$ cat config.mk
export PLATFORM = sky130hd
export DESIGN_NAME = shift_and_add_multiplier_flat
export DESIGN_NICKNAME = d
export VERILOG_FILES = /design/src/rtl/shift_and_add_multiplier_if.sv /design/src/rtl/shift_and_add_multiplier.sv /design/src/flat_wrapper.sv
export SDC_FILE = /design/constraint.sdc
export NUM_CORES = 1
export LEC_CHECK = 0
export CORE_ASPECT_RATIO = 0.7
export CORE_MARGIN = 3
export CORE_UTILIZATION = 45
export CTS_BUF_LIST = sky130_fd_sc_hd__clkbuf_4 sky130_fd_sc_hd__clkbuf_8
export DETAILED_ROUTE_END_ITERATION = 16
export PLACE_DENSITY = 0.64
export SLEW_MARGIN = 10
export SYNTH_ARGS = -nofsm -noshare
export SYNTH_HDL_FRONTEND = slang
export SYNTH_SLANG_ARGS = --single-unit
$ cat constraint.sdc
create_clock -name clk -period 4.1 [get_ports clk]
set_input_delay 0.82 -clock clk [delete_from_list [all_inputs] [get_ports clk]]
set_output_delay 0.82 -clock clk [all_outputs]
set_load 0.03 [all_outputs]
$ cat src/rtl/shift_and_add_multiplier_if.sv
// Request/response bundle of the shift-and-add multiplier.
//
// Handshake: the master raises start with operands a, b; the request is taken
// on the rising edge at which the slave is idle (busy=0) and ignored
// otherwise. Completion is a single-cycle done pulse; p holds the product
// from that cycle until the next completion or reset.
//
// Signals (WIDTH = operand width):
//   start  master->slave  1        request strobe
//   a      master->slave  WIDTH    multiplicand, unsigned
//   b      master->slave  WIDTH    multiplier, unsigned
//   busy   slave->master  1        multiplication in progress
//   done   slave->master  1        one-cycle completion pulse
//   p      slave->master  2*WIDTH  registered product
interface shift_and_add_multiplier_if #(
  parameter int WIDTH = 4
);
  logic               start;
  logic [WIDTH-1:0]   a;
  logic [WIDTH-1:0]   b;
  logic               busy;
  logic               done;
  logic [2*WIDTH-1:0] p;

  modport master (
    output start, a, b,
    input  busy, done, p
  );

  modport slave (
    input  start, a, b,
    output busy, done, p
  );
endinterface

$ cat src/rtl/shift_and_add_multiplier.sv
// Sequential unsigned shift-and-add multiplier, one partial product per clock.
//
// Ports:
//   clk        rising-edge clock
//   rst_n      synchronous active-low reset
//   mul        shift_and_add_multiplier_if.slave (start/a/b in, busy/done/p out)
//   dbg_state  current FSM state (0 = IDLE, 1 = RUN)
//
// Optional build macro SAM_EARLY_TERM_EN: when defined, RUN ends after the
// step that leaves no set multiplier bits, so latency follows the position of
// the highest set bit of b (minimum one cycle). When undefined every product
// takes exactly WIDTH cycles. The product value is identical either way.
module shift_and_add_multiplier #(
  parameter int WIDTH = 4
) (
  input  logic                          clk,
  input  logic                          rst_n,
  shift_and_add_multiplier_if.slave     mul,
  output logic                          dbg_state
);

  localparam int PW = 2 * WIDTH;
  localparam int CW = $clog2(WIDTH);

  typedef enum logic {
    IDLE = 1'b0,
    RUN  = 1'b1
  } state_t;

  state_t           state_q, state_d;
  logic [PW-1:0]    mcand_q, mcand_d;
  logic [WIDTH-1:0] mlr_q,   mlr_d;
  logic [PW-1:0]    acc_q,   acc_d;
  logic [CW-1:0]    cnt_q,   cnt_d;
  logic [PW-1:0]    p_q,     p_d;
  logic             busy_q,  busy_d;
  logic             done_q,  done_d;

  logic [PW-1:0]    sum;
  logic             last;

  always_comb begin
    state_d = state_q;
    mcand_d = mcand_q;
    mlr_d   = mlr_q;
    acc_d   = acc_q;
    cnt_d   = cnt_q;
    p_d     = p_q;
    busy_d  = busy_q;
    done_d  = 1'b0;

    // mcand is shifted left once per step, so it always equals the
    // original multiplicand << cnt; no barrel shifter is needed.
    sum = acc_q + (mlr_q[0] ? mcand_q : '0);

`ifdef SAM_EARLY_TERM_EN
    // Stop once the bits still to be shifted in contribute nothing.
    last = (cnt_q == CW'(WIDTH - 1)) || (mlr_q[WIDTH-1:1] == '0);
`else
    last = (cnt_q == CW'(WIDTH - 1));
`endif

    case (state_q)
      IDLE: begin
        if (mul.start) begin
          mcand_d = {{WIDTH{1'b0}}, mul.a};
          mlr_d   = mul.b;
          acc_d   = '0;
          cnt_d   = '0;
          busy_d  = 1'b1;
          state_d = RUN;
        end
      end
      RUN: begin
        if (last) begin
          // Final step: the sum goes straight to p; done pulses in the
          // first IDLE cycle, where a new start can already be taken.
          p_d     = sum;
          done_d  = 1'b1;
          busy_d  = 1'b0;
          state_d = IDLE;
        end else begin
          acc_d   = sum;
          mcand_d = mcand_q << 1;
          mlr_d   = mlr_q >> 1;
          cnt_d   = cnt_q + CW'(1);
        end
      end
      default: begin
        state_d = IDLE;
        busy_d  = 1'b0;
      end
    endcase
  end

  always_ff @(posedge clk) begin
    if (!rst_n) begin
      state_q <= IDLE;
      mcand_q <= '0;
      mlr_q   <= '0;
      acc_q   <= '0;
      cnt_q   <= '0;
      p_q     <= '0;
      busy_q  <= 1'b0;
      done_q  <= 1'b0;
    end else begin
      state_q <= state_d;
      mcand_q <= mcand_d;
      mlr_q   <= mlr_d;
      acc_q   <= acc_d;
      cnt_q   <= cnt_d;
      p_q     <= p_d;
      busy_q  <= busy_d;
      done_q  <= done_d;
    end
  end

  assign mul.busy  = busy_q;
  assign mul.done  = done_q;
  assign mul.p     = p_q;
  assign dbg_state = state_q;

endmodule

$ cat src/flat_wrapper.sv
// flat-port wrapper written by rule: the top's interface ports become plain ports
module shift_and_add_multiplier_flat 
#(
  parameter int WIDTH = 4
)
  (clk, rst_n, dbg_state, mul_start, mul_a, mul_b, mul_busy, mul_done, mul_p);
  shift_and_add_multiplier_if #(.WIDTH(WIDTH)) mul_i ();
  input  logic clk;
  input  logic rst_n;
  output logic dbg_state;
  input wire logic [$bits(mul_i.start)-1:0] mul_start;
  input wire logic [$bits(mul_i.a)-1:0] mul_a;
  input wire logic [$bits(mul_i.b)-1:0] mul_b;
  output wire logic [$bits(mul_i.busy)-1:0] mul_busy;
  output wire logic [$bits(mul_i.done)-1:0] mul_done;
  output wire logic [$bits(mul_i.p)-1:0] mul_p;
  assign mul_i.start = mul_start;
  assign mul_i.a = mul_a;
  assign mul_i.b = mul_b;
  assign mul_busy = mul_i.busy;
  assign mul_done = mul_i.done;
  assign mul_p = mul_i.p;
  shift_and_add_multiplier #(.WIDTH(WIDTH)) u_core (.clk(clk), .rst_n(rst_n), .mul(mul_i), .dbg_state(dbg_state));
endmodule
==> results of run 1 <==
[layout by cell type, fill, tap and decap left out, types with 2 or more instances in the layout]
| master | count |
|---|---|
| mux2i_1 | 6 |
| nand3_1 | 10 |
| o211a_1 | 6 |
| o21ai_0 | 5 |
| nor2b_1 | 15 |
| o311ai_0 | 2 |
| clkdlybuf4s50_1 | 21 |
| and2_1 | 9 |
| buf_4 | 2 |
| nand2b_1 | 3 |
| dfxtp_1 | 33 |
| a21boi_0 | 3 |
| o2111ai_1 | 5 |
| a31oi_1 | 2 |
| a22oi_1 | 10 |
| nor2_1 | 5 |
| nand2_1 | 18 |
| xor2_1 | 3 |
| clkbuf_8 | 7 |
| a211oi_2 | 2 |
| o21ai_1 | 2 |
| a21oi_1 | 6 |
| or4_1 | 3 |
| inv_1 | 2 |
| ha_1 | 8 |
[area by class of cell]
| type | count | area [um^2] |
|---|---|---|
| Clock buffer | 7 | 96.3 |
| Clock inverter | 1 | 5.00 |
| Fill cell | 304 | 1330 |
| Inverter | 2 | 7.51 |
| Multi-Input combinational cell | 136 | 953 |
| Sequential cell | 33 | 661 |
| Tap cell | 47 | 58.8 |
| Timing Repair Buffer | 23 | 225 |
[stage by stage]
stage               hold slack [ns]  std cells
floorplan                     0.451        181
global placement              0.454        241
detailed placement            0.462        241
CTS                           0.472        249
global route                  0.487        249
finish                        0.467        249
[how the worst min path moves through the flow]
stage,endpoint,slack [ns]
after global placement,u_core.mul.p[0],0.45
after floorplan,u_core.acc_q[4],0.45
final,u_core.mul.p[1],0.47
after CTS,u_core.mul.p[1],0.47
after detailed placement,u_core.mul.p[0],0.46
after global routing,u_core.mul.p[0],0.49
[Yosys cell counts (all sizes together), types with 5 or more instances]
| master | count |
|---|---|
| nor2b | 15 |
| o21ai | 7 |
| buf | 7 |
| nor2 | 5 |
| dfxtp | 33 |
| ha | 8 |
| a21oi | 7 |
| and2 | 9 |
| mux2i | 6 |
| nand3 | 10 |
| a22oi | 10 |
| nand2 | 18 |
| o211a | 6 |
| o2111ai | 5 |
[metal layers]
metal,part of all wire,vias to the layer above,track usage,wire (um)
li1,-,701,-,-
met1,0.51,662,0.261,1940
met2,0.43,38,0.262,1620
met3,0.048,5,0.0521,180
met4,0.0095,0,0.0637,36
met5,0,-,0,0
[power breakdown]
part | leakage, nW | switching [mW] | internal [mW]
sequential | 0.269 | 0.0108 | 0.330
clock | 0.0542 | 0.117 | 0.152
combinational | 0.502 | 0.0325 | 0.0310
[cells by family after synthesis]
group / Yosys count / share of synthesized area
compound gates: 48 / 0.218
xor+xnor: 3 / 0.0157
fa+ha+maj: 9 / 0.0718
buf+inv: 12 / 0.0351
flops: 33 / 0.395
mux: 6 / 0.0359
simple gates: 70 / 0.228
[registers in the layout, indices dropped and copies added (netlist names)]
name / count
u_core.mul.p: 8
u_core.mlr_q: 4
u_core.mul.busy: 1
u_core.cnt_q: 2
u_core.mul.done: 1
u_core.dbg_state: 1
u_core.mcand_q: 8
u_core.acc_q: 8
==> impl_metrics.json, run 1 <==
{
  "io_buffers": 21,
  "grt_pass1_vias": 1326,
  "cts_setup_buffers": 0,
  "crit_end": "dbg_state",
  "crit_fanout": 14,
  "fin_area_um2": 2010,
  "status": "finished, final reports clean",
  "yosys_most_used_dff": "dfxtp_1",
  "slew_violations": 0,
  "insertion_delay_ns": 0.28,
  "synth.area.top_cells": "dfxtp_1, ha_1, nor2b_1, a22oi_1, nand2_1",
  "fin_util": 0.601,
  "numClockSinks": 33,
  "firstDrtPassIters": 4,
  "placed_area_um2": 1910,
  "cts_max_path_buffers": 2,
  "max_stage_delay_ns": 0.79,
  "end_kind": "output port",
  "min_path_cells": 2,
  "r2r_start": "u_core.mlr_q[0]",
  "syn2layout_area_growth_pct": 20.0,
  "antenna_cells": 0,
  "clk_pin_slew_worst_paths_ns": 0.07,
  "fin_ws_ns": 1.52,
  "dp_hpwl_um": 2650,
  "netlist_area_um2": 1670,
  "fmax_ghz": 0.387,
  "cp_slowest_cell": "clkdlybuf4s50_1",
  "antenna_found_initial": 0,
  "finalClockSkew_ns": 0.00541,
  "holdCritStartpoint": "u_core.mul.p[1]",
  "async_flop_share": 0,
  "cp-startpoint": "u_core.dbg_state",
  "power.density_nw_per_um2": 336,
  "grt-ovfl-total": 0,
  "rsz0062_at_grt": "false",
  "num_vias": 1406,
  "synth_top_area_share": 0.395,
  "power_mw": 0.674,
  "initial_utilization": 0.501,
  "worstPathRequired_ns": 3.28,
  "cts_root_buf": "clkbuf_8",
  "tns_ns": 0,
  "drive_gt1_frac": 0.0743,
  "hold_path_class": "flip-flop to flip-flop",
  "worstPathArrival_ns": 1.76,
  "leakage_nw": 0.825,
  "slew_headroom": 0.513,
  "cp-start-kind": "flip-flop",
  "crit_buf_inv": 1,
  "rows": 17,
  "cts_tree": "done",
  "final_nets": 221,
  "yosysTopAreaCell": "dfxtp_1",
  "coreArea_um2": 3340,
  "cap_violations": 0,
  "critical_path.top_delay_family": "buffers and inverters",
  "synth_fp_nets": 201,
  "cts_buffers": 5,
  "die_w_um": 78.9,
  "r2r_slack_ns": 1.91,
  "gp_congestion": 0.859,
  "yosysUniqueCellTypes": 39,
  "die_y_um": 57.0,
  "min_period_ns": 2.58,
  "syn_inst": 181,
  "holdBufCountCts": 0,
  "cts_resized": 0,
  "wire_per_inst_um": 15.2,
  "synth-seq-cells": 33,
  "place_ws_ns": 1.65,
  "drt_iter0_markers": 70,
  "die_area_um2": 4500,
  "crit_chain": "clkdlybuf4s50_1",
  "r2r-end": "u_core.mul.p[6]",
  "hold_viol": 0,
  "tightest_slew_ns": 0.728,
  "cp_num_cells": 1,
  "grt_max_degree": 31,
  "drc": 0,
  "finalSetupViolCount": 0,
  "syn_avg_cell_area_um2": 9.24,
  "path_class": "flip-flop to output port",
  "vdd_ir_drop_max_v": 0.000248,
  "yosysWarnings": 0,
  "ant_nets": 0,
  "grt_pass1_wl_um": 6340,
  "via_per_inst": 5.65,
  "r2r_cells": 7,
  "synth_edf_count": 0,
  "synth-seq-area-share": 0.395,
  "grt_usage": 0.182,
  "ioPinCount": 22,
  "wirelength_um": 3780,
  "ctsHtreeMaxLevel": 2,
  "finalCritPeriodShare": 0.630
}
Note: power is estimated with default switching activity, not from simulation.
==> run 2: changes to the inputs <==
--- a/config.mk
+++ b/config.mk
@@ -10,7 +10,7 @@
 export CORE_UTILIZATION = 45
 export CTS_BUF_LIST = sky130_fd_sc_hd__clkbuf_4 sky130_fd_sc_hd__clkbuf_8
 export DETAILED_ROUTE_END_ITERATION = 16
-export PLACE_DENSITY = 0.64
+export PLACE_DENSITY = 0.67
 export SLEW_MARGIN = 10
 export SYNTH_ARGS = -nofsm -noshare
 export SYNTH_HDL_FRONTEND = slang
==> constraint.sdc (replaced) <==
create_clock -name clk -period 2.1 [get_ports clk]
set_input_delay 0.42 -clock clk [delete_from_list [all_inputs] [get_ports clk]]
set_output_delay 0.42 -clock clk [all_outputs]
set_load 0.03 [all_outputs]
==> run 2 against run 1 <==
  * Critical path type is now flip-flop to flip-flop
  * Cell count is 2.8% higher
  * Worst setup slack worse by 1.4 ns
  * Combinational power is 130% higher
  * Utilization is 1.8 points higher
  * Non-clock buffer count is 7 higher
==> impl_metrics.json, run 2 (synthesis gave the netlist of run 1 again) <==
{
  "wire_per_inst_um": 15.6,
  "cts_max_path_buffers": 2,
  "grt_pass1_wl_um": 6530,
  "leakage_nw": 0.860,
  "fmax_ghz": 0.493,
  "hold_viol": 0,
  "via_per_inst": 5.60,
  "fin_util": 0.619,
  "layout_common_cells": "dfxtp_1, clkdlybuf4s50_1, nand2_1, nor2b_1",
  "cts_setup_buffers": 0,
  "grt-ovfl-total": 0,
  "grt_pass1_vias": 1428,
  "worstPathArrival_ns": 2.19,
  "die_area_um2": 4500,
  "wl_met2_um": 1870,
  "syn2layout_area_growth_pct": 23.6,
  "fillers": 305,
  "antenna_cells": 0,
  "cts_resized": 0,
  "ctsHtreeMaxLevel": 2,
  "wl_met3_um": 270,
  "slew_headroom": 0.729,
  "power.density_nw_per_um2": 640,
  "wirelength_um": 4000,
  "crit_fanout": 4,
  "ioPinCount": 22,
  "finalSetupViolCount": 0,
  "numClockSinks": 33,
  "die_w_um": 78.9,
  "die_y_um": 57.0,
  "initial_utilization": 0.501,
  "clk_pin_slew_worst_paths_ns": 0.07,
  "path_class": "flip-flop to flip-flop",
  "cts_tree": "done",
  "firstDrtPassIters": 4,
  "slew_violations": 0,
  "drt_iter0_markers": 145,
  "min_period_ns": 2.03,
  "whs_ns": 0.467,
  "cp-start-kind": "flip-flop",
  "grt_usage": 0.186,
  "crit_chain": "and2_1 > ha_1 > fa_1 > a21o_2 > a211oi_2 > or4_1 > nand4_1",
  "finalCritPeriodShare": 0.966,
  "grt_max_degree": 26,
  "dp_hpwl_um": 2900,
  "tightest_slew_ns": 0.402,
  "met1_length_um": 1840,
  "hold_path_class": "flip-flop to flip-flop",
  "cp_slowest_cell": "fa_1",
  "io_buffers": 21,
  "finalClockSkew_ns": 0.00939,
  "drive_gt1_frac": 0.105,
  "cap_violations": 0,
  "holdBufCountCts": 0,
  "layout_commonest_cell": "dfxtp_1",
  "ant_nets": 0,
  "cts_root_buf": "clkbuf_8",
  "gp_congestion": 0.831,
  "crit_buf_inv": 0,
  "cts_buffers": 5,
  "worstPathRequired_ns": 2.26,
  "rows": 17,
  "critical_path.top_delay_family": "adder cells",
  "r2r_slack_ns": 0.07,
  "antenna_found_initial": 0,
  "coreArea_um2": 3340,
  "drc": 0,
  "num_vias": 1434,
  "status": "finished, final reports clean",
  "max_stage_delay_ns": 0.40,
  "end_kind": "flip-flop",
  "vdd_ir_drop_max_v": 0.000381,
  "insertion_delay_ns": 0.28,
  "final_nets": 228,
  "top_layer_used": "met4"
}
run 2: tightest hold or removal path, cell delays in order (launching register included):
cell      delay, ns
dfxtp_1        0.31
nand2_1        0.05
a21boi_0       0.07
run 2: metal layers:
layer / global-route usage / up-vias
li1: - / 714
met1: 0.253 / 674
met2: 0.284 / 44
met3: 0.0552 / 2
met4: 0.0662 / 0
met5: 0 / -
run 2: through the flow:
stage          area (um^2)  setup slack, ns  instances  TNS (ns)  total power, mW
2_1_floorplan         1670            0.186        181         0            0.758
3_3_place_gp          1960            0.170        248         0            0.811
3_5_place_dp          1960            0.102        248         0            0.815
4_1_cts               2060           0.0773        256         0             1.34
5_1_grt               2070         -0.00223        256  -0.00317             1.39
6_report              2070           0.0719        256         0             1.32
run 2: power breakdown:
| group | internal (mW) | switching [mW] |
|---|---|---|
| Combinational | 0.0687 | 0.0742 |
| Sequential | 0.645 | 0.0139 |
| Clock | 0.296 | 0.225 |
| Total | 1.01 | 0.313 |
run 2: cell type report:
class                   count  area [um^2]  area share
clock buffers               7         96.3      0.0466
clock inverters             1         5.00     0.00242
inverters                   2         7.51     0.00363
multi-input cells         136          961       0.465
flip-flops and latches     33          661       0.320
well taps                  47         58.8      0.0285
repair buffers             30          278       0.134
run 2: worst paths after layout:
kind | end | from | cells past startpoint
worst max-delay path | u_core.mul.p[6] | u_core.mlr_q[0] | 7
worst min-delay path | u_core.mul.p[1] | u_core.mul.p[1] | 2
worst max register to register | u_core.mul.p[6] | u_core.mlr_q[0] | 7
worst min register to register | u_core.mul.p[1] | u_core.mul.p[1] | 2
==> run 3: changes to the inputs <==
--- a/config.mk
+++ b/config.mk
@@ -6,11 +6,10 @@
 export NUM_CORES = 1
 export LEC_CHECK = 0
 export CORE_ASPECT_RATIO = 0.7
-export CORE_MARGIN = 3
 export CORE_UTILIZATION = 45
 export CTS_BUF_LIST = sky130_fd_sc_hd__clkbuf_4 sky130_fd_sc_hd__clkbuf_8
 export DETAILED_ROUTE_END_ITERATION = 16
-export PLACE_DENSITY = 0.67
+export PLACE_DENSITY = 0.64
 export SLEW_MARGIN = 10
 export SYNTH_ARGS = -nofsm -noshare
 export SYNTH_HDL_FRONTEND = slang
==> constraint.sdc (replaced) <==
create_clock -name clk -period 2.2 [get_ports clk]
set_input_delay 0.44 -clock clk [delete_from_list [all_inputs] [get_ports clk]]
set_output_delay 0.44 -clock clk [all_outputs]
set_load 0.03 [all_outputs]
==> run 3 against run 2 <==
  * Global-route usage up 2.7 points
  * Sequential cell count unchanged
  * Worst setup slack better by 0.021 ns
  * Fmax is 3.8% lower
  * Critical path type unchanged
  * Design area is 1.5% lower
  * Sequential share of layout area increased by 0.49 points
  * Critical endpoint unchanged
  * Clock skew shrank 0.0036 ns
==> impl_metrics.json, run 3 (synthesis gave the netlist of run 1 again) <==
{
  "hold_path_class": "flip-flop to flip-flop",
  "fin_ws_ns": 0.0929,
  "wirelength_um": 3820,
  "slew_headroom": 0.694,
  "grt_max_degree": 24,
  "wire_per_inst_um": 14.9,
  "num_vias": 1439,
  "power.density_nw_per_um2": 582,
  "layout_common_cells": "dfxtp_1, clkdlybuf4s50_1, nand2_1, nor2b_1",
  "busiest_layer": "met2",
  "ioPinCount": 22,
  "finalSetupViolCount": 0,
  "drt_iter0_markers": 48,
  "cts_setup_buffers": 0,
  "dp_hpwl_um": 2780,
  "drive_gt1_frac": 0.0922,
  "finalClockSkew_ns": 0.00575,
  "met3_usage": 0.0590,
  "tightest_slew_ns": 0.458,
  "gp_congestion": 0.904,
  "clk_pin_slew_worst_paths_ns": 0.07,
  "cts_max_path_buffers": 2,
  "die_area_um2": 3970,
  "cap_violations": 0,
  "end_kind": "flip-flop",
  "cp_slowest_cell": "fa_1",
  "via_per_inst": 5.62,
  "finalCritPeriodShare": 0.958,
  "cp-start-kind": "flip-flop",
  "place_ws_ns": 0.0953,
  "use_met1": 0.286,
  "rows": 18,
  "critical_path.top_delay_family": "adder cells",
  "dp_cells": 250,
  "ant_nets": 0,
  "ctsHtreeMaxLevel": 2,
  "holdBufCountCts": 0,
  "firstDrtPassIters": 5,
  "cts_tree": "done",
  "insertion_delay_ns": 0.28,
  "die_y_um": 53.0,
  "die_w_um": 74.9,
  "placed_area_um2": 1950,
  "grt-ovfl-total": 0,
  "antenna_cells": 0,
  "path_class": "flip-flop to flip-flop",
  "crit_buf_inv": 0,
  "worstPathArrival_ns": 2.27,
  "cts_buffers": 5,
  "fin_area_um2": 2040,
  "status": "finished, final reports clean",
  "tns_ns": 0,
  "numClockSinks": 33,
  "min_period_ns": 2.11,
  "vdd_ir_drop_max_v": 0.000403,
  "drc": 0,
  "cts_resized": 0,
  "cts_root_buf": "clkbuf_8",
  "layout_commonest_cell": "dfxtp_1",
  "crit_chain": "and2_1 > ha_1 > fa_1 > a21o_2 > a211oi_4 > or4_1 > nand4_1",
  "rsz0062_at_grt": "false",
  "final_nets": 227,
  "coreArea_um2": 3540,
  "grt_pass1_wl_um": 6110,
  "stdcell_count": 256,
  "crit_fanout": 9,
  "grt_usage": 0.213,
  "antenna_found_initial": 0,
  "worstPathRequired_ns": 2.36,
  "fmax_ghz": 0.475,
  "initial_utilization": 0.473,
  "met2_usage": 0.324,
  "io_buffers": 21,
  "max_stage_delay_ns": 0.40,
  "slew_violations": 0,
  "hold_viol": 0,
  "leakage_nw": 0.843,
  "syn2layout_area_growth_pct": 21.7,
  "grt_pass1_vias": 1288
}
-- run 3: changes by cell type in the layout (fill, tap and decap cells not counted) --
cell      previous run  this run
a211oi_2             2         1
a211oi_4             0         1
a21oi_2              0         1
a21oi_4              1         0
buf_4                9         8
clkbuf_8             7         5
-- run 3: layout make-up --
class                   count  area, um^2
clock buffers               5        68.8
clock inverters             1        5.00
fillers                   323        1500
inverters                   2        7.51
multi-input cells         136         961
flip-flops and latches     33         661
well taps                  50        62.6
repair buffers             29         270
-- run 3: layer usage --
metal	vias up	share of wire
met3	7	0.056
met2	40	0.44
met5	-	0
met1	680	0.49
li1	712	-
met4	0	0.010
-- run 3: final timing paths --
| path | cells past startpoint | slack [ns] | end | startpoint |
|---|---|---|---|---|
| max | 7 | 0.09 | u_core.mul.p[6] | u_core.mlr_q[0] |
| min | 2 | 0.46 | u_core.mul.p[1] | u_core.mul.p[1] |
| min reg2reg | 2 | 0.46 | u_core.mul.p[1] | u_core.mul.p[1] |
| max reg2reg | 7 | 0.09 | u_core.mul.p[6] | u_core.mlr_q[0] |
-- run 3: where the power goes --
group | internal [mW] | switching, mW | total, mW
Clock | 0.208 | 0.213 | 0.421
Sequential | 0.616 | 0.0159 | 0.632
Combinational | 0.0653 | 0.0676 | 0.133
Total | 0.889 | 0.296 | 1.19
-- run 3: metrics by stage --
stage | power [mW] | hold slack [ns] | util
floorplan | 0.723 | 0.451 | -
global placement | 0.773 | 0.451 | 0.553
detailed placement | 0.778 | 0.460 | 0.553
CTS | 1.20 | 0.469 | 0.574
global route | 1.24 | 0.493 | 0.576
finish | 1.19 | 0.462 | 0.576
-- run 3: worst min-delay path: stages, from the launching register on --
cell	delay, ns
dfxtp_1	0.31
nand2_1	0.04
a21boi_0	0.06
